`config.mk`:
```
export PLATFORM = sky130hd
export DESIGN_NAME = kronos_mem_arb
export DESIGN_NICKNAME = d
export VERILOG_FILES = /design/src/rtl/kronos_types.sv /design/src/rtl/kronos_mem_arb.sv
export SDC_FILE = /design/constraint.sdc
export NUM_CORES = 1
export LEC_CHECK = 0
export BUFFER_PORTS_ARGS = -buffer_cell sky130_fd_sc_hd__buf_2
export CAP_MARGIN = 5
export CORE_AREA = 2 2 107 109
export CTS_BUF_LIST = sky130_fd_sc_hd__clkbuf_4
export DETAILED_ROUTE_END_ITERATION = 16
export DIE_AREA = 0 0 109 111
export HOLD_SLACK_MARGIN = 0.15
export PLACE_DENSITY = 0.61
export SLEW_MARGIN = 0
export SYNTH_ARGS = -nofsm -noshare
export SYNTH_HDL_FRONTEND = slang
export SYNTH_SLANG_ARGS = --single-unit
```
`constraint.sdc`:
```
create_clock -name clk -period 1.55 [get_ports clk]
set_clock_uncertainty 0.05 [all_clocks]
set_input_delay 0.31 -clock clk [delete_from_list [all_inputs] [get_ports clk]]
set_output_delay 0.31 -clock clk [all_outputs]
set_load 0.05 [all_outputs]
```
`src/rtl/kronos_types.sv`:
```
// Shared types for the kronos memory subsystem: arbiter FSM states and bus constants.
package kronos_types;

  typedef enum logic [1:0] {
    ARB_IDLE  = 2'd0,
    ARB_GNT_I = 2'd1,
    ARB_GNT_D = 2'd2
  } arb_state_t;

  localparam logic [3:0] MEM_FULL_MASK = 4'hF;

endpackage

```
`src/rtl/kronos_mem_arb.sv`:
```
// Shares one memory port between instruction fetch and load/store. Data normally wins,
// a streak counter bounds fetch starvation, and an optional watchdog aborts stuck grants.
module kronos_mem_arb
  import kronos_types::*;
#(
  parameter int unsigned DATA_STREAK = 4,
  parameter int unsigned TIMEOUT     = 0
) (
  input  logic        clk,
  input  logic        rst,
  input  logic        instr_req,
  input  logic [31:0] instr_addr,
  output logic        instr_ack,
  output logic        instr_err,
  output logic [31:0] instr_rdata,
  input  logic        data_req,
  input  logic [31:0] data_addr,
  input  logic        data_wr_en,
  input  logic [3:0]  data_mask,
  input  logic [31:0] data_wdata,
  output logic        data_ack,
  output logic        data_err,
  output logic [31:0] data_rdata,
  output logic        mem_req,
  output logic [31:0] mem_addr,
  output logic        mem_wr_en,
  output logic [3:0]  mem_mask,
  output logic [31:0] mem_wdata,
  input  logic        mem_ack,
  input  logic [31:0] mem_rdata,
  output arb_state_t  arb_state
);

  // Handshake: a requester holds req and payload until its ack or err; ack/err are
  // combinational from mem_ack in the same cycle, and mem_req stays high for the whole grant.

  localparam logic [3:0] STREAK_MAX = 4'(DATA_STREAK);
  localparam logic [7:0] WDOG_LAST  = 8'(TIMEOUT - 1);
  localparam bit         WDOG_EN    = (TIMEOUT != 0);

  arb_state_t  state, state_n;
  logic [3:0]  streak, streak_n;
  logic [7:0]  wdog, wdog_n;
  logic        own_i, own_d, timeout, done;
  logic        elig_i, elig_d, pick_i, pick_d;

  always_ff @(posedge clk) begin
    if (rst) begin
      state  <= ARB_IDLE;
      streak <= '0;
      wdog   <= '0;
    end else begin
      state  <= state_n;
      streak <= streak_n;
      wdog   <= wdog_n;
    end
  end

  always_comb begin
    own_i    = (state == ARB_GNT_I);
    own_d    = (state == ARB_GNT_D);
    timeout  = WDOG_EN && (own_i || own_d) && !mem_ack && (wdog == WDOG_LAST);
    done     = (own_i || own_d) && (mem_ack || timeout);
    // An aborted owner sits out the re-arbitration so the port is released or handed over.
    elig_i   = instr_req && !(timeout && own_i);
    elig_d   = data_req && !(timeout && own_d);
    pick_i   = elig_i && (!elig_d || (streak == STREAK_MAX));
    pick_d   = elig_d && !pick_i;
    state_n  = state;
    streak_n = streak;
    wdog_n   = wdog;
    if ((state == ARB_IDLE) || done) begin
      wdog_n = '0;
      if (pick_i) begin
        state_n  = ARB_GNT_I;
        streak_n = '0;
      end else if (pick_d) begin
        state_n = ARB_GNT_D;
        if (!instr_req) begin
          streak_n = '0;
        end else if (streak != STREAK_MAX) begin
          streak_n = streak + 4'd1;
        end
      end else begin
        state_n = ARB_IDLE;
      end
    end else begin
      wdog_n = wdog + 8'd1;
    end
  end

  always_comb begin
    mem_req     = own_i || own_d;
    mem_addr    = own_d ? data_addr : (own_i ? instr_addr : 32'h0);
    mem_wr_en   = own_d && data_wr_en;
    mem_mask    = own_d ? data_mask : (own_i ? MEM_FULL_MASK : 4'h0);
    mem_wdata   = own_d ? data_wdata : 32'h0;
    // Completions are dropped when the requester let go early or reset is in progress.
    instr_ack   = own_i && mem_ack && instr_req && !rst;
    instr_err   = own_i && timeout && instr_req && !rst;
    data_ack    = own_d && mem_ack && data_req && !rst;
    data_err    = own_d && timeout && data_req && !rst;
    instr_rdata = mem_rdata;
    data_rdata  = mem_rdata;
    arb_state   = state;
  end

endmodule
```
* Word level (Yosys, flattened, before mapping) *
Cells that the tools add are included.

word-level totals
  register bits after elaboration = 6
  bits in latches = 0
  memory bits (writable) = 0
  memory bits (read-only) = 0
  input port bits = 138
  output and inout port bits = 140
  word-level logic and storage cells = 38
  memories kept = 0

cells by class
  add/subtract/negate cells = 1
  multipliers = 0
  div/mod/pow operators = 0
  order comparisons = 0
  equal/unequal tests = 5
  shift operators = 0
  mux-type cells = 11
  bitwise gates (word level) = 0
  reduce and logical (&&, ||, !) cells = 19

operators with widths
  kind                                                                   number
  32-bit two-way mux                                                     3
  4-bit two-way mux                                                      6
  1-bit logical AND                                                      10
  4-bit by 1-bit adder with 4-bit output, second input constant          1
  4-bit by 3-bit equality test with 1-bit output, second input constant  1
  2-bit two-way mux                                                      2
  4-bit by 3-bit != test with 1-bit output, second input constant        1
  1-bit zero test                                                        3
  1-bit logical OR                                                       3
  3-bit by 1-bit != test with 1-bit output, second input constant        1
  3-bit AND reduction                                                    1
  2-bit by 1-bit equality test with 1-bit output, second input constant  1
  2-bit equality test, second input constant                             1
  2-bit zero test                                                        1
  2-bit nonzero test                                                     1

* Logic depth before layout (Yosys ltp) *
Gate-level depths: netlist of the first run.

  depth in word-level cells = 7
  depth in mapped cells = 7
  depth with buffers taken out = 5

* Least setup slack after synthesis of the first run *
Ideal clock, no wire load.

  path type = reg2out
  start = register state[0] (netlist: arb_state[0])
  end = output port mem_addr[25]
  arrival = 1.962 ns
  data required time = 1.190 ns
  setup slack = -0.772 ns
  stages on the path, launching flop included = 8
  path buffers = 3
  path through = dfxtp_1 -> inv_1 -> ha_1 -> buf_2 -> nor2b_1 -> buf_4 -> buf_4 -> a22o_1

between the ends
  longest elaborated chain between the ends = 3
  elaborated cells on any way between the ends = 4
  classes of those cells = eq/ne (2); mux (2)

RTL lines
  element                                         line                  source
  from (decl)                                     kronos_mem_arb.sv:41  arb_state_t state, state_n;
  from (signal assigned)                          kronos_mem_arb.sv:53  state <= state_n;
  2-bit by 1-bit equality test with 1-bit output  kronos_mem_arb.sv:60  own_i = (state == ARB_GNT_I);
  32-bit two-way mux                              kronos_mem_arb.sv:94  mem_addr = own_d ? data_addr : (own_i ? instr_addr : 32'h0);
  32-bit two-way mux (*)                          kronos_mem_arb.sv:94
  to (decl)                                       kronos_mem_arb.sv:25  output logic [31:0] mem_addr,

Every way passes the cells marked *; elsewhere a longest branch is shown, timed or not.

* Worst setup path in the final report of the first run *
  start = register state[0] (netlist: arb_state[0])
  end = output port mem_addr[31]

The elaborated chain is that of the path after synthesis.

==> results of run 1 <==
[worst paths after layout]
check | depth (start not counted) | from | end
worst max-delay path | 6 | arb_state[0] | mem_addr[31]
worst min-delay path | 2 | rst | streak[0]
worst max register to register | 7 | arb_state[1] | arb_state[1]
worst min register to register | 2 | streak[1] | streak[1]
[per-stage QoR]
step           hold slack (ns)  util, %
6_report                 0.295     31.5
5_1_grt                  0.299     31.5
4_1_cts                  0.282     29.4
3_5_place_dp             0.467     23.8
3_3_place_gp             0.454     23.8
2_1_floorplan            0.418        -
[critical path: stages, from the launching register on]
cell and delay (ns):
dfxtp_4 0.36, inv_4 0.04, ha_4 0.19, nor2b_4 0.18
buf_12 0.18, a22o_2 0.19, buf_12 0.14
[power by group]
group / leakage (uW) / internal, uW / switching (uW)
sequential: 0.0000502 / 160 / 8.82
combinational: 0.00164 / 762 / 852
clock: 0.0000184 / 115 / 55.1
[flip-flops by register name (all words and copies together), names as in the netlist]
signal / cells
arb_state: 2
streak: 4
[layout make-up]
| cell class | count | area (sq um) |
|---|---|---|
| Clock buffer | 4 | 30.0 |
| Tap cell | 143 | 179 |
| Fill cell | 1119 | 7590 |
| Sequential cell | 6 | 128 |
| Timing Repair Buffer | 194 | 1900 |
| Inverter | 5 | 23.8 |
| Multi-Input combinational cell | 107 | 1220 |
[cells in the final DEF, fill, tap and decap left out, types with 5 or more instances in the layout]
cell type,n
buf_12,13
buf_8,62
a21o_4,5
a22o_4,28
buf_2,107
and2_4,32
[repair_timing]
item                       CTS  global route
pin swaps                    3            20
setup endpoints to repair   72            78
cloned                       1             3
buffers inserted             3             2
resized for setup          165            48
[per-layer routing]
metal	share of wire (%)	wire length [um]	global-route usage (%)
met5	0.49	36	0
met4	2.3	167	3.59
met3	11	806	4.06
met2	51	3810	19.3
met1	35	2590	11.9
[cells by family (layout without fill, tap and decap cells)]
family / count (synthesis) / count (layout) / share of synthesized area, %
buffers and inverters: 85 / 203 / 39.0
AO/OA/AOI/OAI: 50 / 50 / 26.5
AND/OR/NAND/NOR: 50 / 50 / 22.0
flip-flops: 6 / 6 / 8.03
adder cells (fa/ha/maj): 5 / 5 / 4.18
other: 1 / 2 / 0.251
==> out/summary.txt, run 1 <==
Ports: 278
DR DRC count: 0
CP Data Arrival Time: 1.55 ns
top-area cell type share of the netlist area: 35.1%
die area: 12,100 sq um
placed inst area: 2640 sq um
Seq/Total Area, Yosys: 8.03%
total clock sinks: 6
final hold violation count: 0
Detail Placement HPWL: 5.74 mm
Hold WC Path Type: in2reg
final global-route overflow total: 0
Crit Path Class: reg2out
EDFF count, synth: 0
post-place setup slack: -0.172 ns
Setup crit start kind: flip-flop
ranking of synthesized cells by area: buf_4 35%, a22o_1 19%, and2_1 14%, dfxtp_1 8.0%, ha_1 4.2%
RD Place Congestion: 0.787
yosys warns: 0
Design Power: 1950 uW
Post-Syn Area: 1500 sq um
Design Area, Final: 3480 sq um
Final ANT Viol Nets: 0
port buffer count: 179
Routed WL per cell: 16.1 um
1st-pass router iterations: 4
asr flop ratio synth: 0%
fin nets: 460
first-pass GRT wire length: 10.2 mm
vias per cell: 4.02
Power Dens Cells: 560 nW/um^2
final setup fails: 71
synthesis-stage register bit count: 6
Final period util: 123%
vias: 1,845
H-Tree Depth: 1
syn_area_per_cell: 7.60 sq um
cell total after placement: 448
Area Growth Syn to Fin: 133%
CTS Hold Bufs: 0
R2R Setup Slk: 0.07 ns
drt total wl: 7.41 mm
CP Data Required Time: 1.19 ns
Worst-Skew Late Latency: 0.24 ns
Fmax: 0.525 GHz
die width: 109 um
crit-path max FO: 17
layout cells sized above 1: 88.9%
TritonCTS clock tree: built
Root Driver: clkbuf_4
endpoint class of the critical path: output pin
Pleak: 0.00171 uW
Rows: 39
failing checks: negative setup slack
initial core utilization: 13.5%
DR iter-0 viols: 81
result of the run: finished with violations
Fin Setup TNS: -18.28 ns
initial antenna violation count: 2
area leader, netlist: buf_4
Netlist cell types: 26
minimum clock period: 1.91 ns
Max Cap Viol: 0
largest net degree at the start of global routing: 27
setup ws final: -0.355 ns
CTS clk-pin slew, worst paths: 0.05 ns
vias in the first global route: 1,927
RSZ-0062 raised after global routing: true
ys flop type: dfxtp_1
Layout Cells excl Fill: 459
cell with the most instances after synthesis: buf_4
die extent in y: 111 um
Ant. Diodes: 0
GRT Total Usage: 11.0%
clock tree buffer depth: 2
Peak VDD IR: 0.000224 V
area of the core: 11,100 sq um
Post-synth top cells: 70 x buf_4, 34 x and2_1, 32 x a22o_1
Num CTS Buffers: 3
Max Slew Vio Count: 0
Mapped Cells: 197
Note: power is estimated with default switching activity, not from simulation.
==> inputs of run 2 (changes only) <==
--- a/config.mk
+++ b/config.mk
@@ -13,6 +13,7 @@
 export DIE_AREA = 0 0 109 111
 export HOLD_SLACK_MARGIN = 0.15
 export PLACE_DENSITY = 0.61
+export SETUP_SLACK_MARGIN = 0.5
 export SLEW_MARGIN = 0
 export SYNTH_ARGS = -nofsm -noshare
 export SYNTH_HDL_FRONTEND = slang
==> out/summary.txt, run 2 (same netlist as run 1, synthesis figures left out) <==
commonest non-fill, non-tap cell in the layout: buf_2
Final ANT Viol Nets: 0
die width: 109 um
Max Slew Vio Count: 0
DR iter-0 viols: 59
final hold violation count: 0
Power Dens Cells: 558 nW/um^2
layout cells sized above 1: 89.4%
Hold WC Path Type: in2reg
Layout Cells excl Fill: 473
Num CTS Buffers: 3
GRT Total Usage: 11.8%
fin nets: 473
Most flops, register: streak
commonest non-fill, non-tap cells in the layout: 105 x buf_2, 57 x buf_6, 27 x a22o_4, 26 x and2_4
Crit Path Class: reg2out
die extent in y: 111 um
Design Power: 1930 uW
reg-to-reg startpoint: arb_state[1]
crit-path max FO: 9
Routed WL per cell: 16.7 um
initial core utilization: 13.5%
drt total wl: 7.89 mm
Final Util: 31.3%
Critical path origin: arb_state[1]
1st-pass router iterations: 4
Worst R2R Path Depth: 9
Ports: 278
CP Data Required Time: 1.19 ns
DR DRC count: 0
failing checks: negative setup slack
max reg flops: 4
TritonCTS clock tree: built
initial antenna violation count: 2
die area: 12,100 sq um
Max Cap Viol: 0
area of the core: 11,100 sq um
Critical R2R Capture: arb_state[0]
RSZ-0062 raised after global routing: true
vias in the first global route: 1,970
Detail Placement HPWL: 6.01 mm
Setup crit start kind: flip-flop
CP endpoint: mem_addr[15]
Pleak: 0.00173 uW
Final period util: 127%
cell total after placement: 453
first-pass GRT wire length: 10.8 mm
Root Driver: clkbuf_4
final setup fails: 78
clock tree buffer depth: 2
Peak VDD IR: 0.000233 V
result of the run: finished with violations
final global-route overflow total: 0
R2R Setup Slk: -0.16 ns
Fmax: 0.510 GHz
Area Growth Syn to Fin: 131%
hold_sp: data_req
endpoint class of the critical path: output pin
CTS Hold Bufs: 0
CP Data Arrival Time: 1.60 ns
port buffer count: 179
largest net degree at the start of global routing: 19
minimum clock period: 1.96 ns
Worst-Skew Late Latency: 0.25 ns
vias: 1,890
CTS clk-pin slew, worst paths: 0.05 ns
RD Place Congestion: 0.759
H-Tree Depth: 1
post-place setup slack: -0.202 ns
setup ws final: -0.412 ns
total clock sinks: 6
vias per cell: 4.00
Rows: 39
## run 2: changes by cell type in the layout (fill, tap and decap cells not counted), moves of 2 or more
cell	delta
buf_8	-47
buf_12	+2
and2_2	+6
buf_16	+2
and2_4	-6
clkbuf_16	-2
o21ai_1	+4
o21ai_0	-4
buf_6	+53
buf_2	-2
buf_4	+7
## run 2: worst min-delay path by stage
stage,end,slack [ns],cells after the start
global route,arb_state[1],0.34,3
floorplan,arb_state[1],0.43,2
CTS,arb_state[1],0.34,3
global placement,arb_state[1],0.45,2
finish,arb_state[1],0.34,3
detailed placement,arb_state[1],0.45,2
## run 2: repair_timing
action	in CTS	in global routing
pin swaps	12	2
resized for setup	153	10
setup buffers	7	4
cloned	3	1
setup endpoints to repair	80	80
## run 2: final cells by class
class                   instances  area [sq um]
multi-input cells             107          1220
well taps                     143           179
clock buffers                   4          30.0
inverters                       5          23.8
diodes                          1          2.50
repair buffers                207          1880
fillers                      1100          7610
flip-flops and latches          6           128
## run 2: metrics by stage
| stage | TNS, ns | area [sq um] | hold WS [ns] |
|---|---|---|---|
| after floorplan | -7.76 | 1950 | 0.428 |
| after global placement | -6.58 | 2720 | 0.455 |
| after CTS | -23.17 | 3370 | 0.335 |
| after global routing | -27.55 | 3460 | 0.345 |
| final | -23.67 | 3460 | 0.336 |
| after detailed placement | -7.52 | 2720 | 0.454 |
## run 2: worst max-delay path, stage by stage, from the launching register on
cell and delay (ns):
dfxtp_4 0.37, inv_4 0.04, ha_4 0.15, nor2b_4 0.13, buf_12 0.13, buf_16 0.14
a22o_4 0.22, buf_6 0.15
## run 2: routing by layer
layer	up-vias	GRT usage [%]	share of wire, %
li1	884	-	-
met1	865	12.3	34
met2	128	20.9	49
met3	13	5.70	15
met4	0	3.08	1.8
met5	-	0	0
## run 2: report_power, final
part / internal, uW / switching (uW)
logic: 738 / 846
clock network: 115 / 61.6
registers: 160 / 10.3
total: 1010 / 918
==> inputs of run 3 (changes only) <==
--- a/config.mk
+++ b/config.mk
@@ -5,14 +5,14 @@
 export SDC_FILE = /design/constraint.sdc
 export NUM_CORES = 1
 export LEC_CHECK = 0
-export BUFFER_PORTS_ARGS = -buffer_cell sky130_fd_sc_hd__buf_2
 export CAP_MARGIN = 5
-export CORE_AREA = 2 2 107 109
+export CORE_AREA = 2 2 106 108
 export CTS_BUF_LIST = sky130_fd_sc_hd__clkbuf_4
 export DETAILED_ROUTE_END_ITERATION = 16
-export DIE_AREA = 0 0 109 111
+export DIE_AREA = 0 0 108 110
+export DONT_BUFFER_PORTS = 1
 export HOLD_SLACK_MARGIN = 0.15
-export PLACE_DENSITY = 0.61
+export PLACE_DENSITY = 0.38
 export SETUP_SLACK_MARGIN = 0.5
 export SLEW_MARGIN = 0
 export SYNTH_ARGS = -nofsm -noshare
==> out/summary.txt, run 3 (same netlist as run 1, synthesis figures left out) <==
drt total wl: 4.57 mm
Routed WL per cell: 15.7 um
first-pass GRT wire length: 5.73 mm
H-Tree Depth: 1
minimum clock period: 1.85 ns
DR iter-0 viols: 24
max reg flops: 4
clock tree buffer depth: 2
port buffer count: 0
RSZ-0062 raised after global routing: true
Ant. Diodes: 0
Detail Placement HPWL: 3.76 mm
Final Util: 19.2%
Pleak: 0.000865 uW
fin nets: 295
result of the run: finished with violations
worst hold slack: 0.201 ns
TritonCTS clock tree: built
1st-pass router iterations: 3
filler cell count: 1,165
vias in the first global route: 1,082
Root Driver: clkbuf_4
Hold WC Path Type: in2reg
commonest non-fill, non-tap cells in the layout: 33 x and2_4, 32 x a22o_4, 11 x buf_12, 8 x buf_6
GRT Total Usage: 6.36%
die area: 11,900 sq um
initial antenna violation count: 0
Setup crit start kind: flip-flop
Worst-Skew Late Latency: 0.25 ns
Ports: 278
area of the core: 10,700 sq um
Area Growth Syn to Fin: 37.5%
die width: 108 um
final global-route overflow total: 0
largest net degree at the start of global routing: 37
CP Data Arrival Time: 1.49 ns
Layout Cells excl Fill: 291
vias per cell: 3.99
Crit Path Class: reg2out
Most flops, register: streak
die extent in y: 110 um
failing checks: negative setup slack
Final ANT Viol Nets: 0
Fmax: 0.540 GHz
Power Dens Cells: 702 nW/um^2
Num CTS Buffers: 3
Final period util: 119%
final hold violation count: 0
CP Data Required Time: 1.19 ns
setup ws final: -0.300 ns
Max Slew Vio Count: 0
layout cells sized above 1: 77.5%
Max Cap Viol: 0
total clock sinks: 6
DR DRC count: 0
Rows: 38
CTS clk-pin slew, worst paths: 0.05 ns
vias: 1,162
Fin Setup TNS: -17.95 ns
RD Place Congestion: 0.731
cell total after placement: 277
Peak VDD IR: 0.000268 V
initial core utilization: 14.0%
crit-path max FO: 36
final setup fails: 77
endpoint class of the critical path: output pin
commonest non-fill, non-tap cell in the layout: and2_4
## run 3: cell types whose count changed in the layout (fill, tap and decap cells not counted), moves of 2 or more
cell,previous run,this run
a22o_2,5,0
and2_4,26,33
buf_8,15,3
buf_16,3,1
buf_4,11,5
buf_12,15,11
buf_6,57,8
a22o_4,27,32
buf_2,105,0
and2_2,7,0
## run 3: area by class of cell
class                   count  area, sq um  area share [%]
flip-flops and latches      6          128            6.20
clock buffers               4         30.0            1.46
inverters                   5         23.8            1.16
well taps                 140          175            8.51
repair buffers             29          430            20.9
multi-input cells         107         1270            61.8
## run 3: per-layer routing
metal / global-route usage [%] / wire (um)
met3: 2.47 / 521
met1: 6.25 / 1450
met5: 0 / 0
met2: 12.2 / 2540
met4: 2.20 / 57
## run 3: worst max-delay path, cell delays in order (launching register included)
cell and delay [ns]:
dfxtp_4 0.37, inv_4 0.04, ha_4 0.17, nor2b_4 0.12
buf_12 0.24, a22o_4 0.26
## run 3: path summary, 6_finish.rpt
| check | cells past startpoint | slack (ns) | start | end |
|---|---|---|---|---|
| min reg2reg | 2 | 0.49 | streak[3] | streak[3] |
| min | 2 | 0.20 | data_req | arb_state[1] |
| max reg2reg | 9 | -0.12 | arb_state[1] | arb_state[1] |
| max | 5 | -0.30 | arb_state[0] | mem_addr[0] |
## run 3: report_power, final
group / internal [uW] / switching, uW / leakage, uW
registers: 160 / 9.81 / 0.0000502
logic: 404 / 694 / 0.000797
clock network: 115 / 61.4 / 0.0000184
## run 3: what timing repair did
| action | 4_1_cts | 5_1_grt |
|---|---|---|
| resized for setup | 36 | 4 |
| pin swaps | 22 | 6 |
| hold endpoints to repair | 6 | 0 |
| gates cloned | 1 | 0 |
| setup buffers | 5 | 3 |
| setup endpoints to repair | 80 | 80 |
| hold buffers | 1 | 0 |
## run 3: per-stage QoR
step           total power [uW]  instance area (sq um)  setup WS [ns]
6_report                   1450                   2060         -0.300
3_5_place_dp               1150                   1760         -0.150
3_3_place_gp               1150                   1760         -0.126
4_1_cts                    1440                   2010         -0.306
2_1_floorplan              1480                   1950         -0.215
5_1_grt                    1510                   2060         -0.367
